`src/rtl/mindy_join.sv`:
```
// mindy_join: joins one meta-data beat with FRAME_BEATS frame-data beats per
// frame onto a single AXI-Stream output held in one register stage.
// Optional feature macro: MINDY_JOIN_FRAME_COUNT_EN (enables frame_count;
// when undefined, frame_count is tied to 0).
module mindy_join #(
   parameter int DATA_WBITS  = 512,
   parameter int FRAME_BEATS = 64
) (
   input  logic                  clk,
   input  logic                  resetn,
   input  logic [DATA_WBITS-1:0] AXIS_MD_IN_TDATA,
   input  logic                  AXIS_MD_IN_TVALID,
   output logic                  AXIS_MD_IN_TREADY,
   input  logic [DATA_WBITS-1:0] AXIS_FD_IN_TDATA,
   input  logic                  AXIS_FD_IN_TVALID,
   output logic                  AXIS_FD_IN_TREADY,
   output logic [DATA_WBITS-1:0] AXIS_OUT_TDATA,
   output logic                  AXIS_OUT_TVALID,
   output logic                  AXIS_OUT_TLAST,
   input  logic                  AXIS_OUT_TREADY,
   output logic [31:0]           frame_count
);

   localparam int CNT_W = (FRAME_BEATS > 1) ? $clog2(FRAME_BEATS) : 1;
   localparam logic [CNT_W-1:0] LAST_IDX = CNT_W'(FRAME_BEATS - 1);

   typedef enum logic {S_MD = 1'b0, S_FD = 1'b1} state_t;

   state_t                state_q, state_d;
   logic [CNT_W-1:0]      cnt_q, cnt_d;
   logic [DATA_WBITS-1:0] tdata_q, tdata_d;
   logic                  tvalid_q, tvalid_d;
   logic                  tlast_q, tlast_d;

   logic loadable;
   logic md_hs;
   logic fd_hs;
   logic last_beat;

   // Output register may take a new beat when empty or being drained this cycle.
   // Readies are held low while reset is asserted.
   assign loadable          = ~tvalid_q | AXIS_OUT_TREADY;
   assign AXIS_MD_IN_TREADY = resetn & loadable & (state_q == S_MD);
   assign AXIS_FD_IN_TREADY = resetn & loadable & (state_q == S_FD);
   assign md_hs             = AXIS_MD_IN_TREADY & AXIS_MD_IN_TVALID;
   assign fd_hs             = AXIS_FD_IN_TREADY & AXIS_FD_IN_TVALID;
   assign last_beat         = (cnt_q == LAST_IDX);

   assign AXIS_OUT_TDATA  = tdata_q;
   assign AXIS_OUT_TVALID = tvalid_q;
   assign AXIS_OUT_TLAST  = tlast_q;

   // Next-state: select which stream loads the output register and track beats.
   always_comb begin
      state_d  = state_q;
      cnt_d    = cnt_q;
      tdata_d  = tdata_q;
      tvalid_d = tvalid_q;
      tlast_d  = tlast_q;
      if (loadable) begin
         tvalid_d = 1'b0;
      end
      if (md_hs) begin
         tdata_d  = AXIS_MD_IN_TDATA;
         tvalid_d = 1'b1;
         tlast_d  = 1'b0;
         cnt_d    = '0;
         state_d  = S_FD;
      end else if (fd_hs) begin
         tdata_d  = AXIS_FD_IN_TDATA;
         tvalid_d = 1'b1;
         if (last_beat) begin
            tlast_d = 1'b1;
            cnt_d   = '0;
            state_d = S_MD;
         end else begin
            tlast_d = 1'b0;
            cnt_d   = cnt_q + CNT_W'(1);
         end
      end
   end

   // State, beat counter and output register; reset discards any pending beat.
   always_ff @(posedge clk or negedge resetn) begin
      if (!resetn) begin
         state_q  <= S_MD;
         cnt_q    <= '0;
         tdata_q  <= '0;
         tvalid_q <= 1'b0;
         tlast_q  <= 1'b0;
      end else begin
         state_q  <= state_d;
         cnt_q    <= cnt_d;
         tdata_q  <= tdata_d;
         tvalid_q <= tvalid_d;
         tlast_q  <= tlast_d;
      end
   end

`ifdef MINDY_JOIN_FRAME_COUNT_EN
   logic [31:0] fcnt_q, fcnt_d;
   logic        frame_done;

   assign frame_done  = fd_hs & last_beat;
   assign fcnt_d      = frame_done ? (fcnt_q + 32'd1) : fcnt_q;
   assign frame_count = fcnt_q;

   // Count frames as their last beat enters the output register; wraps naturally.
   always_ff @(posedge clk or negedge resetn) begin
      if (!resetn) begin
         fcnt_q <= 32'd0;
      end else begin
         fcnt_q <= fcnt_d;
      end
   end
`else
   assign frame_count = 32'd0;
`endif

endmodule

```
`config.mk`:
```
export PLATFORM = sky130hd
export DESIGN_NAME = mindy_join
export DESIGN_NICKNAME = d
export VERILOG_FILES = /design/src/rtl/mindy_join.sv
export SDC_FILE = /design/constraint.sdc
export NUM_CORES = 1
export LEC_CHECK = 0
export BUFFER_PORTS_ARGS = -buffer_cell sky130_fd_sc_hd__buf_2
export CAP_MARGIN = 20
export CORE_AREA = 2 2 605 607
export DETAILED_ROUTE_END_ITERATION = 8
export DIE_AREA = 0 0 607 609
export GPL_TIMING_DRIVEN = 0
export PLACE_DENSITY = 0.3
export REMOVE_ABC_BUFFERS = 1
export SETUP_SLACK_MARGIN = 0.02
export SLEW_MARGIN = 15
export SYNTH_ARGS = -nofsm -noshare
export SYNTH_HDL_FRONTEND = slang
export SYNTH_SLANG_ARGS = --single-unit
```
`constraint.sdc`:
```
create_clock -name clk -period 1.5 [get_ports clk]
set_input_delay 0.15 -clock clk [delete_from_list [all_inputs] [get_ports clk]]
set_output_delay 0.15 -clock clk [all_outputs]
set_load 0.02 [all_outputs]
```
# == Word level (Yosys, flattened, before mapping) ==
# Cells that the tools add are included.
# word_totals
out_inout_bits,548
in_bits,1029
regBits,521
elab_cells,33
# classes
bitwise_logic,8
muxes,14
eq_ne,1
n_reduce_logical,4
add_sub_neg,1
# op_table
operator,count
2-to-1 mux 512 bit,2
2-to-1 mux 6 bit,3
2-to-1 mux 1 bit,9
adder 6 x 1 -> 6 bit (second input constant),1
== test 6 bit (second input constant),1
AND 1 bit,5
nonzero test 2 bit,2
nonzero test 3 bit,1
NOT 1 bit,2
AND reduction 2 bit,1
bitwise OR 1 bit,1

# == Longest topological paths before layout ==
# Gate-level depths: netlist of run 1.
# depth
ltp_word,7
ltp_mapped,7
mapped_depth_nobuf,4

# == Worst setup path before layout of run 1 ==
# Ideal clock, no wire load.
# synth_path
path_type,flip-flop to flip-flop
from,"register tvalid_q, in the netlist AXIS_OUT_TVALID"
to,"register tdata_q[0], in the netlist AXIS_OUT_TDATA[0]"
setup_time_ns,0.082
n_path_buf,2
t_arrival_ns,1.485
setup_slack_ns,-0.067
path_stages_with_launch,7
synth_period_minus_slack_ns,1.567
path_cell_list,dfrtp_1 -> nor2b_1 -> nor3_2 -> buf_4 -> clkbuf_1 -> nand2_1 -> a31oi_1
# synth_via
elab_chain_cells,6
word_cells_on_any_way,9
classes_between,mux (1); bitwise (7); reduce/logical (1)
# synth_rtl
element,line,text
from (decl),32,"logic tvalid_q, tvalid_d;"
from (signal assigned),95,tvalid_q <= tvalid_d;
NOT 1 bit *,42,assign loadable = ~tvalid_q | AXIS_OUT_TREADY;
bitwise OR 1 bit *,42,
AND 1 bit *,"43, 44",
AND 1 bit (on tied branches),"43, 44",
AND 1 bit (on tied branches),"45, 46",
2-to-1 mux 512 bit / nonzero test 2 bit (equally long branches),n/a,
to (signal assigned),94,tdata_q <= tdata_d;
to (decl),31,"logic [DATA_WBITS-1:0] tdata_q, tdata_d;"
# Mark *: on every way between the ends. The rest lies on a longest branch, timed or not.
# A chain may end at the register's enable or synchronous reset.

# == Final worst setup path of run 1 ==
# layout_path
from,register state_q
to,"register tdata_q[459], in the netlist AXIS_OUT_TDATA[459]"
# layout_via
elab_chain_cells,4
word_cells_on_any_way,7
classes_between,mux (1); bitwise (5); reduce/logical (1)
# layout_rtl
element,line,text
from (decl),29,"state_t state_q, state_d;"
from (signal assigned),92,state_q <= state_d;
NOT 1 bit,43,assign AXIS_MD_IN_TREADY = resetn & loadable & (state_q == S_MD);
AND 1 bit,43,
AND 1 bit,45,assign md_hs = AXIS_MD_IN_TREADY & AXIS_MD_IN_TVALID;
2-to-1 mux 512 bit / nonzero test 2 bit (equally long branches),n/a,
# Parallel ways exist; a longest one is shown, timed or not.

==> metrics, run 1 <==
global route overflow=0; fraction of layout cells with a size suffix above 1=40.5%; CP peak stage delay=about 0.41 ns; EDFF count, synth=0; Design Power=85.7 mW; Die Wd=607 µm; crit path cell chain=nand2b_4 -> a211oi_4 -> buf_6 -> buf_12 -> buf_12 -> buf_12 -> buf_12 -> buf_12 -> buf_12 -> buf_12 -> buf_12 -> buf_12 -> buf_12 -> buf_12 -> buf_12 -> buf_12 -> buf_12 -> buf_12 -> nor2_1 -> a31oi_1; Hold Slack=-0.109 ns; CTS root buf=clkbuf_16; initial drt markers=2034; All-Layer GR Usage=14.3%; Worst setup SP type=register; Site Rows=between 200 and 250; setup TNS=-565.02 ns; Final Skew=0.0373 ns; critical path depth=20; PortBufs=1544; fin nets=6717; CTS tree=done; clock tree buffer depth=4; Post-Synthesis Cell Area=24000 µm²; asr flop ratio synth=100%; Req. time, crit path=about 2.2 ns; RR Endpoint=AXIS_OUT_TDATA[459]$_DFFE_PN0P_; drt drc=0; Fmax=between 300 and 400 MHz; via count=33800; drt first pass iters=5; Combinational Power Share=around half; CP endpoint kind=register; Synth Flop Type=dfrtp_1; Clk pwr share=24.4%; R2R cell count=20; failing checks=negative hold slack, negative setup slack; vias in the first global route=35100; Rel. slew slack=34.9%; hold path depth=3; Pint=roughly 45 mW; leakage=24.6 nW; post-DR wirelength/cell=26.2 µm; worst hold path class=input port to register; fin cells=10600; Slew @ Worst Pin=between 0.9 and 1 ns; yosys warns=0; R2R Path Start=state_q$_DFFE_PN0P_; Die Area=370000 µm²; clk_lat worst skew=0.81 ns; Seq/Total Area, Yosys=roughly 54%; Slew Viols, Final=0; period utilization=194%; CP Max Fanout=6; Fin. Hold Viols=2; first-pass GRT wire length=349000 µm; Netlist cell types=32; htree depth=3; most frequent CP cell=buf_12; max-cap viol count=0; worst vdd ir=0.000674 V; Design Area, Final=57100 µm²; NetSw=40.7 mW; Die Y=609 µm; clk sinks=between 500 and 600; Critical Path Source=state_q$_DFFE_PN0P_; kind of critical path=register to register; total CTS buffers=87; core area=364000 µm²; clock slew at reported path FFs=roughly 0.060 ns; Setup WS post-layout=-1.41 ns; Post-DRT Antenna Nets=0; Final min period=2.91 ns; unrepaired setup endpoints after global routing=yes; Vias/cell=3.19; CP top delay family=buffers and inverters; # setup viols final=1058; placed cell area=38000 µm²; antenna violations before repair=between 100 and 150; Avg Cell Area, Syn=8.35 µm²; largest net degree at the start of global routing=85; Syn-to-layout area delta=138%; worst slack, placed=-4.99 ns; pwr dens=1500 nW/µm²; post-layout util=15.7%; worst path arrival time=3.60 ns; Switching Fraction=47.5%; Initial Utilization=roughly 6.6%; Final HPWL DP=227000 µm; placed instance count=9114; gpl congestion=0.893; # IOs=1577; CP max stage cell=dfrtp_1; sequential fraction of design power=27.4%; status=finished, violations left; Gate Count Post-Synth=2872; post-synthesis register bit count=521; routed wire length=between 200000 and 300000 µm; slack of the worst reg-to-reg path=-1.41 ns; Buf/Inv on CP=16; Critical path destination=AXIS_OUT_TDATA[459]$_DFFE_PN0P_
==> routing by layer <==
layer	global-route usage, %	part of all wire (%)	up-vias
met3	7.15	12	355
li1	-	-	15300
met5	0	0.063	-
met1	15.5	37	16700
met4	4.27	3.3	28
met2	24.2	48	1402
==> worst register-to-register path, cell delays in order, from the launching register on <==
cell and delay, ns:
dfrtp_1 0.41, nand2b_4 0.18, a211oi_4 0.33, buf_6 0.16, buf_12 0.10, buf_12 0.10
buf_12 0.10, buf_12 0.10, buf_12 0.10, buf_12 0.10, buf_12 0.11, buf_12 0.11
buf_12 0.10, buf_12 0.09, buf_12 0.09, buf_12 0.09, buf_12 0.11, buf_12 0.14
buf_12 0.13, nor2_1 0.04, a31oi_1 0.14
==> layout make-up <==
type / instances / area, µm²
clock inverter: 25 / 339
tap: 4816 / 6030
timing repair buffer: 2955 / 24300
clock buffer: 119 / 2420
sequential: 521 / 13000
multi-input combinational: 2118 / 10800
antenna: 42 / 105
inverter: 4 / 15.0
fill: 41500 / 307000
==> power by group through the flow <==
stage	clock [mW]	combinational, mW	sequential (mW)
detailed placement	0	36.3	23.2
CTS	22.0	41.3	23.1
global route	22.3	44.8	24.1
finish	20.9	41.3	23.5
global placement	0	13.6	16.9
floorplan	0	4.93	19.8
==> layout by cell type, fill, tap and decap left out, drive strengths merged <==
cell type / count
conb: 32
a41oi: 2
nand2b: 2
nor3: 3
o22a: 1
a32o: 1
nor2: 514
nand4: 1
nand3: 6
nand2: 1027
o211ai: 1
bufbuf: 15
and3: 2
dlygate4sd3: 1032
nor2b: 2
dfrtp: 521
clkinv: 11
and4b: 1
bufinv: 6
a31oi: 513
buf: 1883
o31ai: 1
ha: 1
clkinvlp: 2
clkbuf: 144
a211oi: 1
diode: 42
o2bb2ai: 1
o21ai: 2
or4: 1
and2: 1
a21oi: 2
inv: 10
==> cells in the mapped netlist, types with 2 or more instances <==
cell type	number	area (µm²)
buf_2	56	280
a31oi_1	513	3210
a41oi_1	2	17.5
nand3_1	6	30.0
dfrtp_1	521	13000
buf_4	112	841
nand2_1	1027	3850
a21oi_1	2	10.0
buf_6	31	349
inv_1	4	15.0
nor3_1	2	10.0
clkbuf_1	60	225
nor2_1	514	1930
o21ai_0	2	10.0
and3_1	2	12.5
nor2b_1	2	12.5
==> worst min-delay path by stage <==
stage,startpoint,endpoint
after floorplan,resetn,AXIS_OUT_TDATA[0]$_DFFE_PN0P_
after global placement,AXIS_FD_IN_TDATA[351],AXIS_OUT_TDATA[351]$_DFFE_PN0P_
after detailed placement,resetn,AXIS_OUT_TDATA[288]$_DFFE_PN0P_
after CTS,AXIS_MD_IN_TVALID,cnt_q[3]$_DFFE_PN0P_
after global routing,AXIS_OUT_TREADY,AXIS_OUT_TVALID$_DFFE_PN0P_
final,AXIS_OUT_TREADY,AXIS_OUT_TVALID$_DFFE_PN0P_
==> sequential cells by signal (all words and copies together), names as in the netlist <==
register	count
AXIS_OUT_TDATA	512
AXIS_OUT_TLAST	1
AXIS_OUT_TVALID	1
cnt_q	6
state_q	1
==> cells by family (layout without fill, tap and decap cells) <==
logic type      after synthesis  after routing  share of synthesized area, %
compound gates              525            525                          13.8
fa+ha+maj                     1              1                        0.0522
other cells                   1             74                        0.0156
flops                       521            521                          54.4
simple gates               1560           1560                          24.6
buf+inv                     264           3103                          7.16
==> repair_timing <==
action	4_1_cts	5_1_grt
hold buffers	1041	1
gates cloned	38	26
pin swaps	190	54
resized for setup	314	345
endpoints found under the hold margin	739	7
setup endpoints to repair	1037	1173
setup buffers	111	102
(Power assumes the default switching activity.)
==> run 2: changes to the inputs <==
--- a/config.mk
+++ b/config.mk
@@ -7,9 +7,10 @@
 export LEC_CHECK = 0
 export BUFFER_PORTS_ARGS = -buffer_cell sky130_fd_sc_hd__buf_2
 export CAP_MARGIN = 20
-export CORE_AREA = 2 2 605 607
+export CORE_AREA = 4 4 607 609
+export CTS_CLUSTER_SIZE = 8
 export DETAILED_ROUTE_END_ITERATION = 8
-export DIE_AREA = 0 0 607 609
+export DIE_AREA = 0 0 611 613
 export GPL_TIMING_DRIVEN = 0
 export PLACE_DENSITY = 0.3
 export REMOVE_ABC_BUFFERS = 1
==> metrics, run 2 (synthesis results as in run 1) <==
via count=34300 (+1.6%); Worst setup SP type=register; Initial Utilization=6.62% (+0.030 points); PortBufs=1544 (unchanged); Site Rows=221 (-0.45%); Design Area, Final=59000 µm² (+3.5%); Die Area=375000 µm² (+1.3%); Setup WS post-layout=-1.25 ns (+0.160 ns); Die Y=613 µm (+0.66%); clk sinks=521 (unchanged); Vias/cell=3.24 (+1.5%); Slew @ Worst Pin=0.913 ns (-0.0608 ns); Fin. Hold Viols=3 (+1); Design Power=87.5 mW (+2.1%); drt drc=0 (unchanged); Final HPWL DP=228000 µm (+0.35%); Rel. slew slack=38.9% (+4.1 points); total CTS buffers=87 (unchanged); core area=362000 µm² (-0.45%); CP endpoint kind=register; worst slack, placed=-4.21 ns (+0.783 ns); Die Wd=611 µm (+0.66%); commonest cells after routing, fill and taps aside=1541 x buf_2, 1036 x dlygate4sd3_1, 928 x nand2_1; fraction of layout cells with a size suffix above 1=42.1% (+1.6 points); antenna violations before repair=93 (-13%); clock slew at reported path FFs=0.06 ns (about the same); first-pass GRT wire length=349000 µm (+0.11%); clock tree buffer depth=4 (unchanged); global route overflow=0 (unchanged); drt first pass iters=5 (unchanged); CP Max Fanout=8 (+2); period utilization=183% (-11 points); Syn-to-layout area delta=146%; met1 wire length=109000 µm (+6.4%); post-DR wirelength/cell=27.1 µm (+3.5%); Post-DRT Antenna Nets=0 (unchanged); pwr dens=1480 nW/µm² (-1.3%); routed wire length=287000 µm (+3.6%); initial drt markers=2167 (+6.5%); kind of critical path=register to register; CTS root buf=clkbuf_16; max-cap viol count=0 (unchanged); Fmax=364 MHz (+5.8%); largest net degree at the start of global routing=83 (-2.4%); clk_lat worst skew=0.81 ns (about the same); worst vdd ir=0.000803 V (+19%); Req. time, crit path=2.17 ns (-0.02 ns); # IOs=1577 (unchanged); Slew Viols, Final=0 (unchanged); met3 WL=29800 µm (-11%); fin cells=10600 (+0.038%); failing checks=negative hold slack, negative setup slack; status=finished, violations left; met2 wire len=139000 µm (+5.0%); leakage=25.4 nW (+3.3%); Hold Slack=-0.0847 ns (+0.0240 ns); max reg flops=512 (unchanged); Final Skew=0.0498 ns (+0.0124 ns); worst hold path class=input port to register; placed cell area=37900 µm² (-0.11%); htree depth=3 (unchanged); Final min period=2.75 ns (-0.160 ns); gpl congestion=0.848 (-5.1%); worst path arrival time=3.42 ns (-0.18 ns); most common cell after layout, fill and taps aside=buf_2; top sig layer=met5; vias in the first global route=34900 (-0.60%); fin nets=6784 (+1.0%); placed instance count=9090 (-0.26%); unrepaired setup endpoints after global routing=yes; CTS tree=done; # setup viols final=1001 (-5.4%); All-Layer GR Usage=14.0% (-0.28 points)
run 2: cell count changes in the layout (fill, tap and decap cells not counted), sizes merged:
cell	previous run	this run
nand3	6	7
inv	10	5
diode	42	26
clkinvlp	2	0
clkbuf	144	161
dlygate4sd3	1032	1036
buf	1883	1910
clkinv	11	7
bufbuf	15	19
run 2: stage by stage:
| stage | utilization [%] | setup TNS (ns) |
|---|---|---|
| finish | 16.3 | -494.56 |
| global route | 16.3 | -600.67 |
| CTS | 14.9 | -587.16 |
| detailed placement | 10.5 | -1569.45 |
| global placement | 9.97 | - |
| floorplan | - | - |
run 2: path summary, 6_finish.rpt:
path | end | slack (ns) | start | cells after the start
setup / recovery | AXIS_OUT_TDATA[165]$_DFFE_PN0P_ | -1.25 | state_q$_DFFE_PN0P_ | 17
hold / removal | cnt_q[4]$_DFFE_PN0P_ | -0.08 | AXIS_MD_IN_TVALID | 4
setup reg to reg | AXIS_OUT_TDATA[165]$_DFFE_PN0P_ | -1.25 | state_q$_DFFE_PN0P_ | 17
hold reg to reg | AXIS_OUT_TLAST$_DFFE_PN0P_ | 0.53 | AXIS_OUT_TLAST$_DFFE_PN0P_ | 1
max in group asynchronous | AXIS_OUT_TDATA[481]$_DFFE_PN0P_ | -0.50 | resetn | 10
min in group asynchronous | AXIS_OUT_TDATA[437]$_DFFE_PN0P_ | 0.28 | resetn | 4
run 2: per-layer routing:
metal  vias to the layer above  global-route usage, %
li1                      15400                      -
met1                     17000                   15.5
met2                      1483                   24.0
met3                       377                   6.39
met4                        38                   4.13
met5                         -                      0
run 2: area by class of cell:
type | count | area [µm²]
multi-input combinational | 2119 | 11600
clock inverter | 14 | 243
antenna | 26 | 65.1
inverter | 4 | 15.0
tap | 4794 | 6000
sequential | 521 | 13000
timing repair buffer | 3021 | 25800
fill | 41100 | 303000
clock buffer | 105 | 2330
run 2: repair_timing:
action                     4_1_cts  5_1_grt
resized for setup              246      572
pin swaps                       73      138
setup endpoints to repair     1037     1203
hold endpoints to repair       818       80
gates cloned                    44       62
hold buffers                  1047        2
setup buffers                   93      132
run 2: report_power, final:
group	internal (mW)	total [mW]	switching, mW	leakage, nW
combinational	14.6	43.9	29.3	18.4
sequential	19.4	23.6	4.29	5.70
clock	11.8	19.9	8.13	1.26
run 2: critical path, cell delays in order (launching register included):
cell and delay, ns:
dfrtp_1 0.40, nand2b_4 0.18, nor3_4 0.16, buf_6 0.17
buf_12 0.11, buf_8 0.10, buf_12 0.10, buf_12 0.10
buf_12 0.12, buf_12 0.11, buf_12 0.10, buf_12 0.12
buf_16 0.14, buf_12 0.13, buf_12 0.14, clkbuf_16 0.18
nand2_4 0.04, a31oi_1 0.20
==> run 3: changes to the inputs <==
--- a/config.mk
+++ b/config.mk
@@ -12,8 +12,8 @@
 export DETAILED_ROUTE_END_ITERATION = 8
 export DIE_AREA = 0 0 611 613
 export GPL_TIMING_DRIVEN = 0
+export HOLD_SLACK_MARGIN = 0.1
 export PLACE_DENSITY = 0.3
-export REMOVE_ABC_BUFFERS = 1
 export SETUP_SLACK_MARGIN = 0.02
 export SLEW_MARGIN = 15
 export SYNTH_ARGS = -nofsm -noshare
==> metrics, run 3 (synthesis results as in run 1) <==
PortBufs=1544 (unchanged); placed instance count=9248 (+1.7%); Post-DRT Antenna Nets=0 (unchanged); core area=362000 µm² (unchanged); Die Y=613 µm (unchanged); worst path arrival time=2.87 ns (-0.55 ns); Hold Slack=-0.235 ns (-0.150 ns); hold wc startpoint=AXIS_OUT_TREADY; initial drt markers=2035 (-6.1%); Syn-to-layout area delta=144%; Site Rows=221 (unchanged); Slew Viols, Final=0 (unchanged); Initial Utilization=6.62% (unchanged); slack of the worst reg-to-reg path=-0.69 ns (+0.56 ns); Final HPWL DP=255000 µm (+12%); htree depth=3 (unchanged); global route overflow=0 (unchanged); Design Power=85.9 mW (-1.8%); commonest cells after routing, fill and taps aside=1546 x buf_2, 1274 x dlygate4sd3_1, 1024 x nand2_1; area occupied by registers=13000 µm² (about the same); Hold EP=AXIS_OUT_TVALID$_DFFE_PN0P_; R2R Path Start=state_q$_DFFE_PN0P_; R2R cell count=11 (-6); pwr dens=1470 nW/µm² (-0.79%); largest net degree at the start of global routing=89 (+7.2%); RR Endpoint=AXIS_OUT_TDATA[451]$_DFFE_PN0P_; fin nets=6947 (+2.4%); fraction of layout cells with a size suffix above 1=38.0% (-4.1 points); gpl congestion=0.921 (+8.5%); Multi-input gate area=10900 µm² (-6.3%); # setup viols final=1049 (+4.8%); total CTS buffers=84 (-3.4%); worst hold path class=input port to register; clock tree buffer depth=4 (unchanged); Worst setup SP type=register; clk sinks=521 (unchanged); status=finished, violations left; first-pass GRT wire length=386000 µm (+11%); routed wire length=310000 µm (+7.8%); Final min period=2.19 ns (-0.561 ns); # IOs=1577 (unchanged); Final Skew=0.0581 ns (+0.00833 ns); drt first pass iters=7 (+2); unrepaired setup endpoints after global routing=yes; Die Wd=611 µm (unchanged); hold path depth=3 (-1); clock slew at reported path FFs=0.05 ns (about the same); Setup WS post-layout=-0.685 ns (+0.561 ns); drt drc=0 (unchanged); All-Layer GR Usage=15.5% (+1.5 points); clk_lat worst skew=0.80 ns (about the same); CTS root buf=clkbuf_16; Req. time, crit path=2.19 ns (+0.02 ns); antenna violations before repair=58 (-38%); via count=35400 (+3.3%); max-cap viol count=0 (unchanged); CP Max Fanout=6 (-2); post-layout util=16.1% (-0.17 points); Vias/cell=3.29 (+1.7%); failing checks=negative hold slack, negative setup slack; Fin. Hold Viols=3 (unchanged); Rel. slew slack=51.7% (+13 points); vias in the first global route=38000 (+9.0%); max reg flops=512 (unchanged); # fillers=41200 (+0.24%); post-DR wirelength/cell=28.8 µm (+6.2%); worst vdd ir=0.000778 V (-3.1%); period utilization=146% (-37 points); most common cell after layout, fill and taps aside=buf_2; CP endpoint kind=register; Fmax=458 MHz (+26%); fin cells=10800 (+1.5%); Slew @ Worst Pin=0.719 ns (-0.194 ns); CTS tree=done; kind of critical path=register to register; leakage=24.9 nW (-1.8%); Die Area=375000 µm² (unchanged)
[run 3: cell count changes in the layout (fill, tap and decap cells not counted), moves of 39 or more]
cell,before,now
nand2_1,928,1024
a31oi_4,57,15
nand2_2,52,2
nor2_1,345,298
nor2_4,62,125
nand2_4,40,1
buf_12,113,68
dlygate4sd3_1,1036,1274
clkbuf_2,0,48
[run 3: critical path, cell delays in order, from the launching register on]
cell	delay [ns]
dfrtp_2	0.44
nand2b_4	0.18
a211oi_4	0.24
buf_12	0.15
buf_16	0.14
buf_16	0.16
buf_12	0.12
clkbuf_16	0.18
buf_6	0.12
clkbuf_16	0.14
nor2_2	0.03
a31oi_1	0.14
[run 3: how the worst max path moves through the flow]
stage                              startpoint                         endpoint  slack, ns
after CTS                 state_q$_DFFE_PN0P_  AXIS_OUT_TDATA[383]$_DFFE_PN0P_      -0.75
after global placement                 resetn      AXIS_OUT_TVALID$_DFFE_PN0P_     -14.42
final                     state_q$_DFFE_PN0P_  AXIS_OUT_TDATA[451]$_DFFE_PN0P_      -0.69
after floorplan           state_q$_DFFE_PN0P_  AXIS_OUT_TDATA[250]$_DFFE_PN0P_      -0.02
after global routing      state_q$_DFFE_PN0P_  AXIS_OUT_TDATA[168]$_DFFE_PN0P_      -0.78
after detailed placement               resetn  AXIS_OUT_TDATA[181]$_DFFE_PN0P_      -2.77
[run 3: report_power, final]
part           leakage, nW  internal (mW)  total, mW  switching, mW
clock                 1.17           10.9       18.9           7.96
sequential            5.70           19.4       24.5           5.14
combinational         18.0           14.0       42.5           28.5
total                 24.9           44.3       85.9           41.6
[run 3: per-layer routing]
layer,GRT usage (%),share of wire [%]
met1,16.7,37
met2,28.7,52
met3,4.58,7.3
met4,5.59,4.1
met5,0,0.056
[run 3: area by class of cell]
| type | instances | share of cell area, % |
|---|---|---|
| multi-input combinational | 2118 | 18.6 |
| antenna | 20 | 0.0857 |
| buffer | 256 | 4.99 |
| tap | 4794 | 10.3 |
| timing repair buffer | 2932 | 39.6 |
| clock buffer | 108 | 3.88 |
| clock inverter | 8 | 0.251 |
| sequential | 521 | 22.3 |
| inverter | 4 | 0.0257 |
[run 3: what timing repair did]
action | CTS | global route
hold buffers | 1286 | 1
pin swaps | 3 | 4
resized for setup | 341 | 407
setup endpoints to repair | 1037 | 1205
endpoints found under the hold margin | 843 | 102
setup buffers | 24 | 15
gates cloned | 28 | 39
[run 3: per-stage QoR]
step,TNS [ns],hold WS (ns),setup WS [ns],cell area [µm²]
floorplan,-3.11,-0.146,-0.0155,24200
global placement,-,0.408,-14.42,38000
detailed placement,-1341.60,0.0616,-2.77,38200
CTS,-493.42,-0.342,-0.749,56000
global route,-481.32,-0.286,-0.779,58400
finish,-366.60,-0.235,-0.685,58400
